==> config.mk <==
export PLATFORM = sky130hd
export DESIGN_NAME = tug_key_conditioner_flat
export DESIGN_NICKNAME = d
export VERILOG_FILES = /design/src/rtl/tug_key_conditioner_if.sv /design/src/rtl/tug_key_conditioner.sv /design/src/flat_wrapper.sv
export SDC_FILE = /design/constraint.sdc
export NUM_CORES = 1
export LEC_CHECK = 0
export ABC_AREA = 1
export BUFFER_PORTS_ARGS = -buffer_cell sky130_fd_sc_hd__clkbuf_2
export CORE_MARGIN = 5
export CORE_UTILIZATION = 58
export CTS_CLUSTER_SIZE = 8
export DETAILED_ROUTE_END_ITERATION = 8
export PLACE_DENSITY = 0.79
export REMOVE_ABC_BUFFERS = 1
export SLEW_MARGIN = 15
export SYNTH_ARGS = -nofsm -noshare
export SYNTH_HDL_FRONTEND = slang
export SYNTH_SLANG_ARGS = --single-unit
==> constraint.sdc <==
create_clock -name Clock -period 2.8 [get_ports Clock]
set_input_delay 0.56 -clock Clock [delete_from_list [all_inputs] [get_ports Clock]]
set_output_delay 0.56 -clock Clock [all_outputs]
set_load 0.02 [all_outputs]
==> src/rtl/tug_key_conditioner_if.sv <==
// Key/enable/pulse bundle between the tug-of-war key conditioner and its users.
// The master drives the keys and Enable; the slave (the conditioner) drives the pulses and held levels.
interface tug_key_conditioner_if;
  logic KEY_L_n;
  logic KEY_R_n;
  logic Enable;
  logic L;
  logic R;
  logic L_held;
  logic R_held;

  modport master (
    output KEY_L_n, KEY_R_n, Enable,
    input  L, R, L_held, R_held
  );

  modport slave (
    input  KEY_L_n, KEY_R_n, Enable,
    output L, R, L_held, R_held
  );
endinterface

==> src/rtl/tug_key_conditioner.sv <==
// Synchronise, debounce and one-shot the two tug-of-war keys into single-cycle L/R pulses.
// Optional macro TUG_TIE_CANCEL_EN: presses accepted on both keys in the same cycle cancel each other.
module tug_key_conditioner #(
  parameter int SYNC_STAGES     = 2,
  parameter int DEBOUNCE_CYCLES = 4
) (
  input  logic                  Clock,
  input  logic                  Reset,
  tug_key_conditioner_if.slave  keys
);

  localparam int CW = $clog2(DEBOUNCE_CYCLES + 1);

  localparam logic [1:0] IDLE         = 2'd0;
  localparam logic [1:0] PRESS_WAIT   = 2'd1;
  localparam logic [1:0] PRESSED      = 2'd2;
  localparam logic [1:0] RELEASE_WAIT = 2'd3;

  localparam logic [CW-1:0] CNT_MAX = CW'(DEBOUNCE_CYCLES);
  localparam logic [CW-1:0] CNT_ONE = CW'(1);

  logic [1:0] raw_n;
  logic [1:0] strobe;
  logic [1:0] held;
  logic       tie;

  // Index 0 is the left key, index 1 the right key.
  assign raw_n = {keys.KEY_R_n, keys.KEY_L_n};

  for (genvar k = 0; k < 2; k++) begin : g_key
    logic [SYNC_STAGES-1:0] sync_n;
    logic [1:0]             state, state_nxt;
    logic [CW-1:0]          cnt, cnt_nxt;
    logic                   s;
    logic                   strobe_q, strobe_nxt;
    logic                   held_q;

    // Synchroniser keeps the raw active-low polarity so reset loads "released".
    // NOTE: sequential state uses <= so every flop samples pre-edge values, whatever the statement order.
    always_ff @(posedge Clock) begin
      if (!Reset) sync_n <= '1;
      else        sync_n <= {sync_n[SYNC_STAGES-2:0], raw_n[k]};
    end

    assign s = ~sync_n[SYNC_STAGES-1];

    // NOTE: every always_comb output gets a default first, so no path can infer a latch.
    always_comb begin
      state_nxt  = state;
      cnt_nxt    = cnt;
      strobe_nxt = 1'b0;
      case (state)
        IDLE: begin
          if (s) begin
            state_nxt = PRESS_WAIT;
            cnt_nxt   = CNT_ONE;
          end
        end
        PRESS_WAIT: begin
          if (!s) begin
            state_nxt = IDLE;
            cnt_nxt   = '0;
          end else if (cnt == CNT_MAX) begin
            state_nxt  = PRESSED;
            cnt_nxt    = '0;
            strobe_nxt = 1'b1;
          end else begin
            cnt_nxt = cnt + CNT_ONE;
          end
        end
        PRESSED: begin
          if (!s) begin
            state_nxt = RELEASE_WAIT;
            cnt_nxt   = CNT_ONE;
          end
        end
        RELEASE_WAIT: begin
          if (s) begin
            state_nxt = PRESSED;
            cnt_nxt   = '0;
          end else if (cnt == CNT_MAX) begin
            state_nxt = IDLE;
            cnt_nxt   = '0;
          end else begin
            cnt_nxt = cnt + CNT_ONE;
          end
        end
        default: begin
          state_nxt = IDLE;
          cnt_nxt   = '0;
        end
      endcase
    end

    // held_q lags the state by one cycle so it rises together with the output pulse.
    always_ff @(posedge Clock) begin
      if (!Reset) begin
        state    <= IDLE;
        cnt      <= '0;
        strobe_q <= 1'b0;
        held_q   <= 1'b0;
      end else begin
        state    <= state_nxt;
        cnt      <= cnt_nxt;
        strobe_q <= strobe_nxt;
        held_q   <= (state == PRESSED) || (state == RELEASE_WAIT);
      end
    end

    assign strobe[k] = strobe_q;
    assign held[k]   = held_q;
  end

`ifdef TUG_TIE_CANCEL_EN
  assign tie = strobe[0] & strobe[1];
`else
  assign tie = 1'b0;
`endif

  // Strobes arriving while disabled are dropped, never queued.
  always_ff @(posedge Clock) begin
    if (!Reset) begin
      keys.L <= 1'b0;
      keys.R <= 1'b0;
    end else begin
      keys.L <= strobe[0] & keys.Enable & ~tie;
      keys.R <= strobe[1] & keys.Enable & ~tie;
    end
  end

  assign keys.L_held = held[0];
  assign keys.R_held = held[1];

endmodule

==> src/flat_wrapper.sv <==
// flat-port wrapper written by rule: the top's interface ports become plain ports
module tug_key_conditioner_flat 
#(
  parameter int SYNC_STAGES     = 2,
  parameter int DEBOUNCE_CYCLES = 4
)
  (Clock, Reset, keys_KEY_L_n, keys_KEY_R_n, keys_Enable, keys_L, keys_R, keys_L_held, keys_R_held);
  tug_key_conditioner_if keys_i ();
  input  logic Clock;
  input  logic Reset;
  input wire logic [$bits(keys_i.KEY_L_n)-1:0] keys_KEY_L_n;
  input wire logic [$bits(keys_i.KEY_R_n)-1:0] keys_KEY_R_n;
  input wire logic [$bits(keys_i.Enable)-1:0] keys_Enable;
  output wire logic [$bits(keys_i.L)-1:0] keys_L;
  output wire logic [$bits(keys_i.R)-1:0] keys_R;
  output wire logic [$bits(keys_i.L_held)-1:0] keys_L_held;
  output wire logic [$bits(keys_i.R_held)-1:0] keys_R_held;
  assign keys_i.KEY_L_n = keys_KEY_L_n;
  assign keys_i.KEY_R_n = keys_KEY_R_n;
  assign keys_i.Enable = keys_Enable;
  assign keys_L = keys_i.L;
  assign keys_R = keys_i.R;
  assign keys_L_held = keys_i.L_held;
  assign keys_R_held = keys_i.R_held;
  tug_key_conditioner #(.SYNC_STAGES(SYNC_STAGES), .DEBOUNCE_CYCLES(DEBOUNCE_CYCLES)) u_core (.Clock(Clock), .Reset(Reset), .keys(keys_i));
endmodule
Word-level counts from Yosys, hierarchy flattened
Cells that the tools add are included.
Widths: inputs -> output; s select.
{"block": "word_totals", "register_bits": 20, "in_bits": 5, "output_inout_bits": 4}
{"block": "op_classes", "add_sub_neg": 2, "eq_ne": 16, "muxes": 28, "bitwise_logic": 5, "n_reduce_logical": 10}
{"cell": "$mux 3", "n": 10}
{"cell": "$mux 2", "n": 12}
{"cell": "$pmux 3 s4", "n": 2}
{"cell": "$pmux 2 s4", "n": 2}
{"cell": "$eq 2x2->1 const B", "n": 4}
{"cell": "$reduce_and 4->1", "n": 2}
{"cell": "$add 3x1->3 const B", "n": 2}
{"cell": "$eq 3x3->1 const B", "n": 2}
{"cell": "$ne 3x1->1 const B", "n": 2}
{"cell": "$ne 3x3->1 const B", "n": 2}
{"cell": "$reduce_or 3->1", "n": 2}
{"cell": "$eq 2x1->1 const B", "n": 2}
{"cell": "$logic_not 2->1", "n": 2}
{"cell": "$ne 2x1->1 const B", "n": 2}
{"cell": "$ne 2x2->1 const B", "n": 2}
{"cell": "$reduce_and 2->1", "n": 2}
{"cell": "$not 1->1", "n": 3}
{"cell": "$and 1x1->1", "n": 2}
{"cell": "$logic_or 1x1->1", "n": 2}
{"cell": "$mux 1", "n": 2}

Logic depth before layout (Yosys ltp)
{"block": "logic_depth", "depth_word": 4, "ltp_mapped": 7}

Worst setup path after synthesis
No wires, ideal clock.
{"block": "synth_path", "path_kind": "flip-flop to flip-flop", "startpoint": "register u_core.g_key[1].cnt[0]", "endpoint": "register (tool-made name)", "setup_ns": 0.120, "arrival_time_ns": 0.968, "required_time_ns": 2.680, "setup_slack_ns": 1.713, "path_stages_with_launch": 7, "n_path_buf": 0, "cell_sequence": "dfxtp_1 inv_1 ha_1 nand2_1 inv_1 o211ai_1 a21oi_2"}
{"item": "start, declared", "line_no": "tug_key_conditioner.sv:33", "text": "logic [CW-1:0] cnt, cnt_nxt;"}
{"item": "start signal, assigned", "line_no": "tug_key_conditioner.sv:104", "text": "cnt <= cnt_nxt;"}

Final worst setup path
{"block": "layout_path", "startpoint": "register u_core.g_key[0].held_q, in the netlist u_core.keys.L_held", "endpoint": "output port keys_L_held"}
{"item": "start, declared", "line_no": "tug_key_conditioner.sv:36", "text": "logic held_q;"}
{"item": "start signal, assigned", "line_no": "tug_key_conditioner.sv:106", "text": "held_q <= (state == PRESSED) || (state == RELEASE_WAIT);"}
{"item": "end, declared", "line_no": "flat_wrapper.sv:16", "text": "output wire logic [$bits(keys_i.L_held)-1:0] keys_L_held;"}
No word-level cell between the ends.

==> run_results.csv <==
group,metric,value,unit
status,status,"completed",
global_routing,antenna_found_initial,0,
clocking,hold_buffers,0,
timing,timing.fmax,736.7,MHz
routing,drc_errors,0,
clocking,numCtsBuffers,3,
global_routing,grt_max_degree,14,
critical_path,cp-start-kind,"flop",
yosys,async_flop_share,0,
cells_and_area,nNetsFinal,115,
routing,wl,1.195,mm
yosys,synth_edf_count,0,
critical_path,end_kind,"output port",
floorplan,dieArea,2191,um^2
power,p_per_area,615.5,nW/um^2
critical_path,path_class,"flop to output port",
floorplan,core,1285,um^2
critical_path,cp_slowest_stage_delay,0.33,ns
critical_path,required,2.24,ns
worst_hold_path,hold_depth,1,
critical_path,crit_path_cell_trace,"clkbuf_2",
critical_path,crit_buf_inv,1,
placed_design,place_congestion,0.7838,
clocking,htreeDepth,1,
timing,worst_slew_pin_slew,0.3778,ns
critical_path,rr_worst_depth,6,
cells_and_area,stdcell_count,120,
power,max-vdd-ir-drop,0.4084,mV
yosys,syn_avg_cell_area,8.359,um^2
yosys,ys_warn_count,0,
yosys,syn-cell-area,785.8,um^2
clocking,root_buffer,"clkbuf_4",
routing,vias_per_cell,4.933,
run,cap_violations,0,
floorplan,std_cell_rows,13,
timing,min_period,1.357,ns
routing,ant_nets,0,
routing,drt_iter0_markers,6,
timing,hold_violations,0,
cells_and_area,drive_gt1_frac,0.1810,
timing,skew,0.005005,ns
clocking,cts_sinks,20,
critical_path,cp_max_fo,1,
yosys,ys_seq_area_frac,0.5096,
power,leakage,0.4104,nW
yosys,synth_top_area_frac,0.5096,
cells_and_area,syn_to_final_growth,13.54,%
yosys,synth_most_common_cell,"dfxtp_1",
critical_path,crit_family,"flip-flops",
yosys,synth.area.top_cells,"dfxtp_1 (51%), nand2_1 (7.6%), inv_1 (7.2%), ha_1 (6.4%), a21oi_1 (3.8%)",
critical_path,crit_arrival,0.80,ns
global_routing,grt_overflow,0,
yosys,netlist_top_cells_count,"dfxtp_1 (20), nand2_1 (16), inv_1 (15), nor2_1 (7)",
cells_and_area,antennaDiodeCount,0,
placed_design,place_inst,116,
clocking,cts_buffer_depth,2,
yosys,synthesis.instances,94,
yosys,ys_ff_latch,20,
timing,period_share,0.4848,
placed_design,port-buffer-count,8,
clocking,cts_tree,"built",
yosys,ys.flop_type,"dfxtp_1",
routing,drtPass1Iterations,4,
routing,num_vias,592,
clocking,cts_resized,0,
cells_and_area,register_area,400.4,um^2
global_routing,grt_pass1_wl,2.104,mm
floorplan,ios,9,
critical_path,slowest_stage,"dfxtp_1",
floorplan,start_util,0.6115,
yosys,ys_types,21,
clocking,postCtsSetupRepairBufs,0,
global_routing,grt_pass1_vias,511,
clocking,clk_pin_slew_worst_paths,0.12,ns
placed_design,dp_hpwl,890.6,um
floorplan,die_w,46.81,um
cells_and_area,multiInputGateArea,324.1,um^2
timing,slew_violations,0,
critical_path,cp.depth,1,
global_routing,grtUsageTotal,0.1420,
yosys,synth_area_leader_cell,"dfxtp_1",
cells_and_area,fillCellCount,108,
routing,post_drt_wl_per_cell,9.958,um
clocking,clkLatencyLatePin,0.30,ns
timing,setup_viol,0,
floorplan,die_h,46.81,um
timing,slew_headroom,0.7478,
timing,rsz0062_at_grt,"no",
worst_hold_path,hp-class,"flop to flop",
timing,setup_tns,0,ns
metal layers:
metal  vias to the layer above  GRT usage  share of wire
li1                        320          -              -
met4                         0     0.1160          0.021
met3                         4    0.03831          0.050
met1                       257     0.1651           0.48
met2                        11     0.2168           0.45
met5                         -          0              0
placed cells by master, fill, tap and decap left out:
cell type  synthesis  routed
dfxtp_1           20      20
nand2_1           16      16
inv_1             15      15
clkbuf_2           0       8
nor2_1             7       7
a21oi_1            6       6
nand3_1            6       6
ha_1               4       4
or2_2              3       3
clkbuf_4           0       3
nand2_2            2       2
a211oi_1           2       2
xor2_1             2       2
nand4_1            2       2
nor2_2             1       1
or2_1              1       1
o21ai_1            1       1
o21bai_1           1       1
o211ai_1           1       1
a21oi_2            1       1
nor3_1             1       1
o21ai_0            1       1
bufinv_16          0       1
through the flow:
step / power (mW) / hold slack [ns] / cell area [um^2] / setup WS (ns) / util
3_3_place_gp: 0.3190 / 0.3889 / 839.6 / 1.482 / 0.6534
2_1_floorplan: 0.3123 / 0.3855 / 780.7 / 1.705 / -
4_1_cts: 0.5537 / 0.4233 / 892.1 / 1.420 / 0.6943
3_5_place_dp: 0.3202 / 0.3944 / 839.6 / 1.450 / 0.6534
6_report: 0.5491 / 0.4228 / 892.1 / 1.443 / 0.6943
5_1_grt: 0.5692 / 0.4270 / 892.1 / 1.392 / 0.6943
kinds of logic after synthesis:
| logic type | after synthesis | share of synthesized area |
|---|---|---|
| AND/OR/NAND/NOR | 39 | 0.2261 |
| flip-flops | 20 | 0.5095 |
| buffers and inverters | 16 | 0.07801 |
| AO/OA/AOI/OAI | 13 | 0.1003 |
| adder cells (fa/ha/maj) | 4 | 0.06370 |
| XOR/XNOR | 2 | 0.02230 |
cell type report:
cell class              count  share of cell area
well taps                  15             0.02104
clock inverters             1             0.03366
repair buffers              8             0.04488
flip-flops and latches     20              0.4488
multi-input cells          58              0.3633
inverters                  15             0.06311
clock buffers               3             0.02525
where the power goes:
part           switching [mW]  total, mW  internal, mW
clock network          0.0910      0.236         0.145
registers             0.00331      0.293         0.290
logic                  0.0125     0.0204       0.00793
total                   0.107      0.549         0.442
registers in the layout, indices dropped and copies added (netlist names), named ones only:
name / count
u_core.g_key.cnt: 6
u_core.g_key.sync_n: 4
u_core.g_key.state: 2
u_core.g_key.strobe_q: 2
u_core.keys.L: 1
u_core.keys.L_held: 1
u_core.keys.R: 1
u_core.keys.R_held: 1
worst reg2reg max path, stage by stage (launching register included):
cell and delay [ns]:
dfxtp_1 0.35, inv_1 0.07, ha_1 0.20, nand2_1 0.12, inv_1 0.09, o211ai_1 0.19
a21oi_2 0.07
worst paths after layout:
path,start,to,slack [ns]
min,u_core.g_key[0].sync_n[0]$_SDFF_PN1_,u_core.g_key[0].sync_n[1]$_SDFF_PN1_,0.42
max,u_core.keys.L_held$_SDFF_PN0_,keys_L_held,1.44
min reg2reg,u_core.g_key[0].sync_n[0]$_SDFF_PN1_,u_core.g_key[0].sync_n[1]$_SDFF_PN1_,0.42
max reg2reg,u_core.g_key[1].cnt[0]$_SDFFE_PN0P_,flop,1.61
(Power assumes the default switching activity.)
